File: src/rtl/fifo_rd_pkg.sv
// ----------------------------------------------------------------------------
// fifo_rd_pkg : shared widths and buffer-entry type for the FIFO stream reader
// Rev 1.0
// ----------------------------------------------------------------------------
`default_nettype none

package fifo_rd_pkg;

  localparam int DATA_W    = 8;
  localparam int BUF_DEPTH = 2;
  localparam int CNT_W     = 16;
  localparam int OCC_W     = $clog2(BUF_DEPTH + 1);

  typedef struct packed {
    logic [DATA_W-1:0] data;
    logic              last;
  } rd_entry_t;

endpackage

`default_nettype wire

File: src/rtl/fifo_rd_skid.sv
// ----------------------------------------------------------------------------
// fifo_rd_skid : 2-entry in-order output buffer; head register drives the stream
// Rev 1.0
// ----------------------------------------------------------------------------
`default_nettype none

module fifo_rd_skid
  import fifo_rd_pkg::*;
(
  input  logic             clk,
  input  logic             reset,
  input  logic             push,
  input  rd_entry_t        push_entry,
  input  logic             pop,
  output logic [OCC_W-1:0] cnt,
  output rd_entry_t        head
);

  localparam logic [OCC_W-1:0] FULL = OCC_W'(BUF_DEPTH);

  rd_entry_t tail;

  always_ff @(posedge clk) begin
    if (reset) begin
      cnt  <= '0;
      head <= '0;
      tail <= '0;
    end else begin
      case ({push, pop})
        2'b10: begin
          if (cnt == '0) head <= push_entry;
          else           tail <= push_entry;
          cnt <= cnt + OCC_W'(1);
        end
        2'b01: begin
          head <= tail;
          cnt  <= cnt - OCC_W'(1);
        end
        2'b11: begin
          // Occupancy is unchanged; the new byte lands behind whatever remains.
          if (cnt == FULL) begin
            head <= tail;
            tail <= push_entry;
          end else begin
            head <= push_entry;
          end
        end
        default: ;
      endcase
    end
  end

endmodule

`default_nettype wire

File: src/rtl/fifo_stream_reader.sv
// ----------------------------------------------------------------------------
// fifo_stream_reader : FIFO read port -> valid/ready byte stream with burst framing
// Optional delivered-byte counter enabled by `define FIFO_RD_CNT_EN.  Rev 1.0
// ----------------------------------------------------------------------------
`default_nettype none

module fifo_stream_reader
  import fifo_rd_pkg::*;
#(
  parameter int BURST_LEN = 16
) (
  input  logic              clk,
  input  logic              reset,
  input  logic              en,
  input  logic              fifo_empty,
  output logic              fifo_r_enable,
  input  logic [DATA_W-1:0] fifo_r_data,
  output logic              m_valid,
  input  logic              m_ready,
  output logic [DATA_W-1:0] m_data,
  output logic              m_last,
  output logic [CNT_W-1:0]  byte_count
);

  localparam int               BEAT_W    = (BURST_LEN > 1) ? $clog2(BURST_LEN) : 1;
  localparam logic [BEAT_W-1:0] LAST_BEAT = BEAT_W'(BURST_LEN - 1);
  localparam logic [8:0]        LEN9      = 9'(BURST_LEN);
  localparam logic [8:0]        LAST9     = 9'(BURST_LEN - 1);

  logic              inflight;
  logic [OCC_W-1:0]  cnt;
  logic [BEAT_W-1:0] beat;
  logic              hs;
  logic [2:0]        occ;
  logic [8:0]        idx_raw;
  logic [8:0]        idx_1;
  logic [8:0]        idx_2;
  rd_entry_t         cap_entry;
  rd_entry_t         head;

  assign hs      = m_valid && m_ready;
  assign m_valid = (cnt != '0);
  assign occ     = 3'(cnt) + 3'(inflight);

  assign fifo_r_enable = !reset && en && !fifo_empty && (occ < (3'd2 + 3'(hs)));

  // Incoming byte's position = bytes already delivered in this burst plus bytes
  // still buffered ahead of it; two subtractions cover BURST_LEN=1 with cnt=2.
  assign idx_raw = 9'(beat) + 9'(cnt);
  assign idx_1   = (idx_raw >= LEN9) ? idx_raw - LEN9 : idx_raw;
  assign idx_2   = (idx_1   >= LEN9) ? idx_1   - LEN9 : idx_1;

  assign cap_entry.data = fifo_r_data;
  assign cap_entry.last = (idx_2 == LAST9);

  always_ff @(posedge clk) begin
    if (reset) begin
      inflight <= 1'b0;
      beat     <= '0;
    end else begin
      inflight <= fifo_r_enable && !fifo_empty;
      if (hs) beat <= (beat == LAST_BEAT) ? '0 : beat + BEAT_W'(1);
    end
  end

  fifo_rd_skid u_skid (
    .clk        (clk),
    .reset      (reset),
    .push       (inflight),
    .push_entry (cap_entry),
    .pop        (hs),
    .cnt        (cnt),
    .head       (head)
  );

  assign m_data = head.data;
  assign m_last = head.last;

`ifdef FIFO_RD_CNT_EN
  logic [CNT_W-1:0] count_q;

  always_ff @(posedge clk) begin
    if (reset)   count_q <= '0;
    else if (hs) count_q <= count_q + CNT_W'(1);
  end

  assign byte_count = count_q;
`else
  assign byte_count = '0;
`endif

endmodule

`default_nettype wire
File: config.mk
export PLATFORM = sky130hd
export DESIGN_NAME = fifo_stream_reader
export DESIGN_NICKNAME = d
export VERILOG_FILES = /design/src/rtl/fifo_rd_pkg.sv /design/src/rtl/fifo_rd_skid.sv /design/src/rtl/fifo_stream_reader.sv
export SDC_FILE = /design/constraint.sdc
export NUM_CORES = 1
export LEC_CHECK = 0
export CORE_MARGIN = 2
export CORE_UTILIZATION = 50
export CTS_CLUSTER_DIAMETER = 100
export DETAILED_ROUTE_END_ITERATION = 8
export GPL_ROUTABILITY_DRIVEN = 0
export PLACE_DENSITY_LB_ADDON = 0.2
export SLEW_MARGIN = 40
export SYNTH_ARGS = -nofsm -noshare
export SYNTH_HDL_FRONTEND = slang
export SYNTH_SLANG_ARGS = --single-unit
File: constraint.sdc
create_clock -name clk -period 5 [get_ports clk]
set_input_delay 1 -clock clk [delete_from_list [all_inputs] [get_ports clk]]
set_output_delay 1 -clock clk [all_outputs]
set_load 0.05 [all_outputs]
==> results.md <==
- Status: completed
- CTS tree: built
- Vias: around 1100
- CP Launch Type: input port
- Initial antenna violation count: 0
- Relative slew slack: 0.5668
- Cts bufs inserted: 3
- Die area: ~3200 um^2
- Inserted Diodes: 0
- GRT met2 Usage: 0.2874
- Reg clk slew, reported paths: around 0.13 ns
- Clock skew: roughly 0.0094 ns
- Crit path cell chain: clkdlybuf4s50_1 > o21ai_4 > o21ai_0 > and4b_1 > clkdlybuf4s50_1
- Post-Syn Area: around 1400 um^2
- CTS Root Cell: clkbuf_4
- Clk Latency, worst-skew pair: ~0.31 ns
- Max Slew Vio Count: 0
- Final Cell Area: between 1500 and 2000 um^2
- Synth area leader: dfxtp_1
- Util after Layout: 0.5934
- Critical path capture point: fifo_r_enable
- Seq/Total Area, Yosys: 0.3613
- Top cells by area, synth: dfxtp_1 (36%), buf_4 (8.7%), ha_1 (7.2%)
- Worst slew pin tran: 0.6477 ns
- FF-to-FF Start: u_skid.cnt[0]$_SDFFE_PP0P_
- Tot GR Track Use: 0.1696
- Worst path max stage delay: approximately 0.8 ns
- NumNets Final: ~190
- Synth Warn #: 0
- Crit path DAT: approximately 2.9 ns
- Final setup TNS: 0 ns
- Port buffer count: 23
- Worst vdd ir: 0.2483 mV
- CTS max path bufs: 2
- Setup Fix Bufs, Post-CTS: 0
- Hold buffers post-CTS: 0
- ANT nets after route: 0
- Power per cell area: between 300 and 400 nW/um^2
- Synthesized flop and latch total: 25
- Minimum clock period: 3.887 ns
- LEAKAGE: 0.6417 nW
- RSZ-0062 raised after global routing: no
- # rows: 19
- GR Util met1: 0.2144
- Critical Path Slowest Stage Cell: clkdlybuf4s50_1
- Htree depth: 1
- Worst Reg-to-Reg Cells: 7
- Die width: approximately 57 um
- DR WL/cell: around 13 um
- Mapped Avg Cell Area: a little over 9 um^2
- Ratio of cells with drive above 1 in the final layout: 0.07692
- Reg2reg end: u_skid.tail[6]$_SDFFE_PP0P_
- Post-synth top area share: 0.3613
- Final Hold Viols: 0
- IO Count: 40
- Vias in the first global route: ~1000
- Vias per inst: approximately 5.5
- Pin count of the biggest net entering global routing: 28
- HPWL after DPL: between 1500 and 2000 um
- Setup slack after layout: around 1.1 ns
- CP Capture Type: output port
- Fin crit share: 0.7773
- Worst endpoint required time: approximately 4 ns
- Post-CTS sizing: 0
- Initial Utilization: 0.5156
- Die height: between 50 and 60 um
- Final Setup Violations: 0
- Clock Sinks: 25
- Place WS: around 1.2 ns
- Synth cell types: 37
- Area of the core: 2686 um^2
- Initial DRT Pass Iterations: 4
- DRC viols: 0
- Min-Delay Path Class: reg -> reg
- Gr ovfl total: 0
- Reg2Reg Setup Slack: 2.58 ns
- Most frequent CP cell: clkdlybuf4s50_1
- GR peak layer: met2
- CP Class: in -> out
- Routed WL: 2619 um
- Iter 0 DRT Violations: 22
- CP Max Fanout: 7
- Worst setup path start: m_ready
- Wire length of the first global-routing pass: 4395 um
- P&R area growth vs syn: 15.09%
- Synthesized instance count: approximately 150
- Number of max-cap violations: 0
- Total Power: 0.0005925 W
- M3 GR Usage: 0.02765
- Max Clk Rate: ~0.26 GHz
- Cell area after placement: 1567 um^2
cell type report:
class                           instances  area [um^2]
Fill cell                             249         1092
Multi-Input combinational cell        113        778.2
Sequential cell                        25        500.5
Timing Repair Buffer                   24        237.7
Tap cell                               31        38.79
Clock buffer                            3        22.52
Inverter                                3        11.26
Clock inverter                          1        5.005
logic make-up after synthesis:
family	share of synthesized area
xor gates and xnor gates	0.01897
muxes	0.07408
other	0.002707
AOI/OAI and AO/OA	0.1689
adders and majority gates	0.08672
buffers and inverters	0.1229
DFF	0.3613
and+or+nand+nor	0.1644
cell usage after synthesis (all sizes together):
master / number
a211oi: 4
a21o: 3
a21oi: 5
a221oi: 8
a22oi: 1
a311oi: 2
and4b: 2
buf: 19
clkbuf: 3
conb: 1
dfxtp: 25
fa: 1
ha: 8
inv: 3
mux2i: 9
nand2: 7
nand2b: 2
nand3: 1
nor2: 24
nor2b: 1
nor3: 8
nor3b: 1
nor4b: 1
o21ai: 3
o21bai: 1
o22ai: 1
or3: 1
xnor2: 1
xor2: 2
stage by stage:
stage	instances	hold slack [ns]
after floorplan	163	0.4604
after CTS	200	0.5047
after global routing	200	0.5225
final	200	0.4990
after detailed placement	196	0.4790
after global placement	196	0.4721
flip-flops by register name, summed over array words and instances (netlist names):
name / cells
inflight: 1
u_skid.tail: 9
u_skid.cnt: 2
u_skid.head: 9
beat: 4
report_power, final:
group	total [W]	switching [W]	internal (W)	leakage [nW]
sequential	0.000246	0.0000236	0.000223	0.203
clock	0.0000889	0.0000590	0.0000299	0.0177
combinational	0.000257	0.000174	0.0000836	0.421
per-layer routing:
metal / wire length [um] / vias up / share of wire
met3: 108 / 2 / 0.041
met2: 1331 / 25 / 0.51
li1: - / 534 / -
met5: 0 / - / 0
met4: 17 / 0 / 0.0065
met1: 1162 / 529 / 0.44
worst max-delay path: cells and delay by family:
kind / cells / cell delay (ns)
buffers and inverters: 2 / 1.30
AO/OA/AOI/OAI: 2 / 0.36
AND/OR/NAND/NOR: 1 / 0.23
worst min-delay path by stage:
stage | from | end | slack [ns] | cells past startpoint
after floorplan | u_skid.tail[1]$_SDFFE_PP0P_ | u_skid.tail[1]$_SDFFE_PP0P_ | 0.46 | 2
after global placement | u_skid.tail[1]$_SDFFE_PP0P_ | u_skid.tail[1]$_SDFFE_PP0P_ | 0.47 | 2
after detailed placement | u_skid.head[5]$_SDFFE_PP0P_ | u_skid.head[5]$_SDFFE_PP0P_ | 0.48 | 2
after CTS | u_skid.head[5]$_SDFFE_PP0P_ | u_skid.head[5]$_SDFFE_PP0P_ | 0.50 | 2
after global routing | u_skid.head[4]$_SDFFE_PP0P_ | u_skid.head[4]$_SDFFE_PP0P_ | 0.52 | 2
final | u_skid.head[5]$_SDFFE_PP0P_ | u_skid.head[5]$_SDFFE_PP0P_ | 0.50 | 2
layout by cell type, fill, tap and decap left out, drive strengths merged, types with 2 or more instances in the layout:
cell type      count
a21o               3
nand2              7
o21ai              3
ha                 8
clkdlybuf4s50     23
clkbuf             3
inv                3
a311oi             2
a221oi             8
conb              16
mux2i              9
nand2b             2
nor2              24
and4b              2
a21oi              5
dfxtp             25
a211oi             4
xor2               2
nor3               8
(Power assumes the default switching activity.)
==> variant 1: new RTL, same flow settings <==
Change the package constant `BUF_DEPTH` from 2 to 4.
--- a/src/rtl/fifo_rd_pkg.sv
+++ b/src/rtl/fifo_rd_pkg.sv
@@ -9,3 +9,3 @@
   localparam int DATA_W    = 8;
-  localparam int BUF_DEPTH = 2;
+  localparam int BUF_DEPTH = 4;
   localparam int CNT_W     = 16;
Formal check against the unedited RTL: same outputs for any inputs over 10 cycles, from zero or initial values and one cycle with reset high; that may be too few to reach the edited logic, so the function may still have changed.
==> variant 1 against the original RTL <==
Area after synthesis up 7.4%; cell count up 5.0%; total power rose by 47%; wire length rose by 0.38%; combinational power is 71% higher; die area is 6.9% higher; final area grew 6.7%; clock power increased by 60%; largest power group unchanged; critical endpoint unchanged; synthesized cell count rose by 8.1%; setup slack better by 0.012 ns; sequential cell count grew 1.
==> variant 1: results (changes against the original RTL) <==
[routing]
wirelength_met1_um = 1205  ; +3.7%
wl_met3_um = 94  ; -13%
drt-initial-drc-count = 8  ; -64%
vias_per_cell = 5.433  ; -0.31%
wl_per_cell_um = 12.52  ; -4.4%
wl_met2_um = 1318  ; -0.98%

[grt]
grt_max_degree = 26  ; -7.1%
gr-usage-met3 = 0.01978  ; -0.007870
use_met2 = 0.3018  ; +0.01439
grt_pass1_vias = 1051  ; +2.2%
met1_usage = 0.2234  ; +0.009060
grt_usage = 0.1703  ; +0.0006515
grt_pass1_wl_um = 4595  ; +4.6%

[run_status]
outcome = finished, final reports clean

[worst_setup_path]
timing.critical_path.from = reset
critPathArrivalTime_ns = 2.87  ; -0.02 ns
worstReg2RegEnd = u_skid.head[0]$_SDFFE_PP0P_
r2r_start = u_skid.cnt[1]$_SDFFE_PP0P_
rrSetupSlack_ns = 2.53  ; -0.05 ns
crit_fanout = 25  ; +18

[synth]
synth_area_leaders = dfxtp_1, buf_4, ha_1
yosysSeqAreaShare = 0.3499  ; -0.01146
muxShareOfSynthArea = 0.05383  ; -0.02025
synth_compound_area_frac = 0.2044  ; +0.03545
yosys.area_share.xor_xnor = 0.02944  ; +0.01047
ys_types = 39  ; +5.4%
synthAdderAreaFrac = 0.1026  ; +0.01589
synthTopCellsByCount = dfxtp_1, nor2_1, buf_4, ha_1

[sta]
fin_skew_ns = 0.002748  ; -0.006633 ns
timing.hold.ws_ns = 0.5209  ; +0.02189 ns
maxSlewHeadroom = 0.6553  ; +0.08842

[pwr]
pwr-share-comb = 0.504  ; +0.070
peakVddDrop_mv = 0.3035  ; +22%
p_seq_mw = 0.289  ; +17%
powerDensity_mw_per_mm2 = 511.7  ; +38%
leakagePower_nw = 0.6827  ; +6.4%

[finish]
drive_gt1_frac = 0.06145  ; -0.01547
final_cells = 210  ; +5.0%
nNetsFinal = 204  ; +6.3%
final.fill_count = 246  ; -1.2%

[clocking]
cts.clk_slew.worst_paths_ns = 0.14

[place]
hpwl_um = 2036  ; +10%
placed_area_mm2 = 0.001648  ; +5.2%

[worst_hold_path]
hold_start = u_skid.head[2]$_SDFFE_PP0P_
min_to = u_skid.head[2]$_SDFFE_PP0P_

[variant 1: layout make-up]
cell class / count / area (µm²) / area share
multi-input combinational: 119 / 828.3 / 0.4871
sequential: 26 / 520.5 / 0.3061
timing repair buffer: 24 / 237.7 / 0.1398
tap: 31 / 38.79 / 0.02281
clock inverter: 1 / 30.03 / 0.01766
clock buffer: 3 / 22.52 / 0.01325
inverter: 6 / 22.52 / 0.01325
[variant 1: worst max path at each step]
stage | slack [ns] | to | cells past startpoint
after global routing | 1.07 | fifo_r_enable | 5
after floorplan | 2.19 | fifo_r_enable | 3
after detailed placement | 1.13 | fifo_r_enable | 5
after global placement | 1.20 | fifo_r_enable | 5
after CTS | 1.11 | fifo_r_enable | 5
final | 1.13 | fifo_r_enable | 5
[variant 1: critical path, cell delays in order]
cell and delay, ns:
clkdlybuf4s50_1 0.39, buf_4 0.22, nor3_1 0.25, and3_1 0.19, clkdlybuf4s50_1 0.81
==> variant 2: new RTL, same flow settings <==
Without the edit above. The option `FIFO_RD_CNT_EN` is turned on by a define.
--- a/src/rtl/fifo_stream_reader.sv
+++ b/src/rtl/fifo_stream_reader.sv
@@ -5,2 +5,4 @@
 `default_nettype none
+
+`define FIFO_RD_CNT_EN
 
Function: changed (Yosys sat finds a counterexample within 4 cycles, from zero or initial values and one cycle with reset high).
==> variant 2 against the original RTL <==
Combinational power decreased by 8.2%; wire length increased by 62%; register-to-register slack got worse by 0.15 ns; final area increased by 59%; clock skew decreased by 0.0044 ns; clock power increased to 2.9 times the old value; sequential power increased by 53%; area after synthesis increased by 45%; setup slack got worse by 0.022 ns; total power increased by 47%; sequential cell count increased by 16; sequential share of layout area increased by 1.1 points.
==> variant 2: results (changes against the original RTL) <==
[worst_setup_path]
critPathArrivalTime_ns = 2.91  ; +0.02 ns
crit_family = buffers and inverters
crit_fanout = 12  ; +5
crit_slowest_cell = clkdlybuf4s50_1
cp_slowest_stage_delay_ns = 0.79

[pwr]
peakVddDrop_mv = 0.1790  ; -28%
leakagePower_nw = 0.9606  ; +50%
p_sw_mw = 0.2930  ; +14%
pg_comb_mw = 0.236  ; -8.2%
power_mw = 0.8701  ; +47%
seqPwrFrac = 0.432  ; +0.016

[place]
placed_area_mm2 = 0.002425  ; +55%
io_buffers = 39  ; +70%
hpwl_um = 2880  ; +56%
dp_slack_ns = 1.089  ; -0.07085 ns
place_inst = 298  ; +52%

[routing]
dr.pass1.iters = 4  ; unchanged
vias_per_cell = 5.430  ; -0.38%
wirelength_met1_um = 2093  ; +80%
wl_met2_um = 1925  ; +45%
wl_um = 4249  ; +62%
drt-initial-drc-count = 114  ; +420%
wl_met3_um = 183  ; +69%
routed.top_layer = met4

[clocking]
numCtsBuffers = 5  ; +2
clk_latency_ns = 0.29  ; -0.02 ns
cts_tree = done
cts.clk_slew.worst_paths_ns = 0.07  ; -0.06 ns
post_cts_buffers = 0  ; unchanged
clockRootBuffer = clkbuf_8
cts_max_level = 2  ; +1
cts-resized-gates = 0  ; unchanged
cts_buffer_depth = 2  ; unchanged

[sta]
fin_skew_ns = 0.004942  ; -0.004439 ns
tightestPinTransition_ns = 0.6686  ; +0.02097 ns

[synth]
synth-edff-count = 0  ; unchanged
synthTopCellsByCount = dfxtp_1, nor2_1, nand2_1, nor3_1
synthArstFlopShare = 0  ; unchanged
yosysSeqAreaShare = 0.4077  ; +0.04637
ys.warnings.count = 0  ; unchanged
synth_area_leaders = dfxtp_1, nor2_1, ha_1
ys_types = 50  ; +35%
syn_area_per_cell_um2 = 9.277  ; -0.87%

[finish]
final.fill_count = 328  ; +32%
nNetsFinal = 278  ; +45%
diodes = 0  ; unchanged
drive_gt1_frac = 0.07451  ; -0.002413
area_growth_pct = 25.61
final_cells = 305  ; +53%

[grt]
grt_pass1_vias = 1556  ; +51%
grt_usage = 0.2073  ; +0.03768
antenna_found_initial = 0  ; unchanged
grt_pass1_wl_um = 7182  ; +63%
grt_max_degree = 41  ; +46%

[worst_hold_path]
hold_depth = 2  ; unchanged
hold_path.class = flop to flop

[run_status]
outcome = finished, final reports clean

## variant 2: changes by cell type after synthesis, sizes merged, moves of 6 or more
| cell | before | now |
|---|---|---|
| nor2 | 24 | 36 |
| nand2 | 7 | 16 |
| nand4 | 0 | 8 |
| buf | 19 | 8 |
| dfxtp | 25 | 41 |
| xnor2 | 1 | 7 |
## variant 2: per-layer routing
| metal | vias up | GRT usage |
|---|---|---|
| li1 | 850 | - |
| met1 | 766 | 0.2723 |
| met2 | 34 | 0.3403 |
| met3 | 6 | 0.05167 |
| met4 | 0 | 0.05357 |
| met5 | - | 0 |
## variant 2: cell type report
class / count / share of cell area
Multi-Input combinational cell: 159 / 0.4404
Sequential cell: 41 / 0.3246
Timing Repair Buffer: 40 / 0.1573
Clock buffer: 5 / 0.02721
Tap cell: 50 / 0.02474
Clock inverter: 2 / 0.01385
Inverter: 8 / 0.01188
## variant 2: path summary, 6_finish.rpt
kind,slack (ns),endpoint,startpoint
worst max register to register,2.43,u_skid.head[8]$_SDFFE_PP0P_,u_skid.cnt[0]$_SDFFE_PP0P_
worst max-delay path,1.09,fifo_r_enable,m_ready
worst min register to register,0.47,byte_count[15]$_SDFFE_PP0P_,byte_count[15]$_SDFFE_PP0P_
worst min-delay path,0.47,byte_count[15]$_SDFFE_PP0P_,byte_count[15]$_SDFFE_PP0P_
## variant 2: kinds of logic (layout without fill, tap and decap cells)
kind of cell / after synthesis / count (layout) / share of synthesized area
buffers and inverters: 17 / 55 / 0.04537
XOR/XNOR: 14 / 14 / 0.06091
AO/OA/AOI/OAI: 35 / 35 / 0.1318
AND/OR/NAND/NOR: 90 / 90 / 0.2381
flip-flops: 41 / 41 / 0.4077
adder cells (fa/ha/maj): 10 / 10 / 0.06588
multiplexers: 10 / 10 / 0.05034
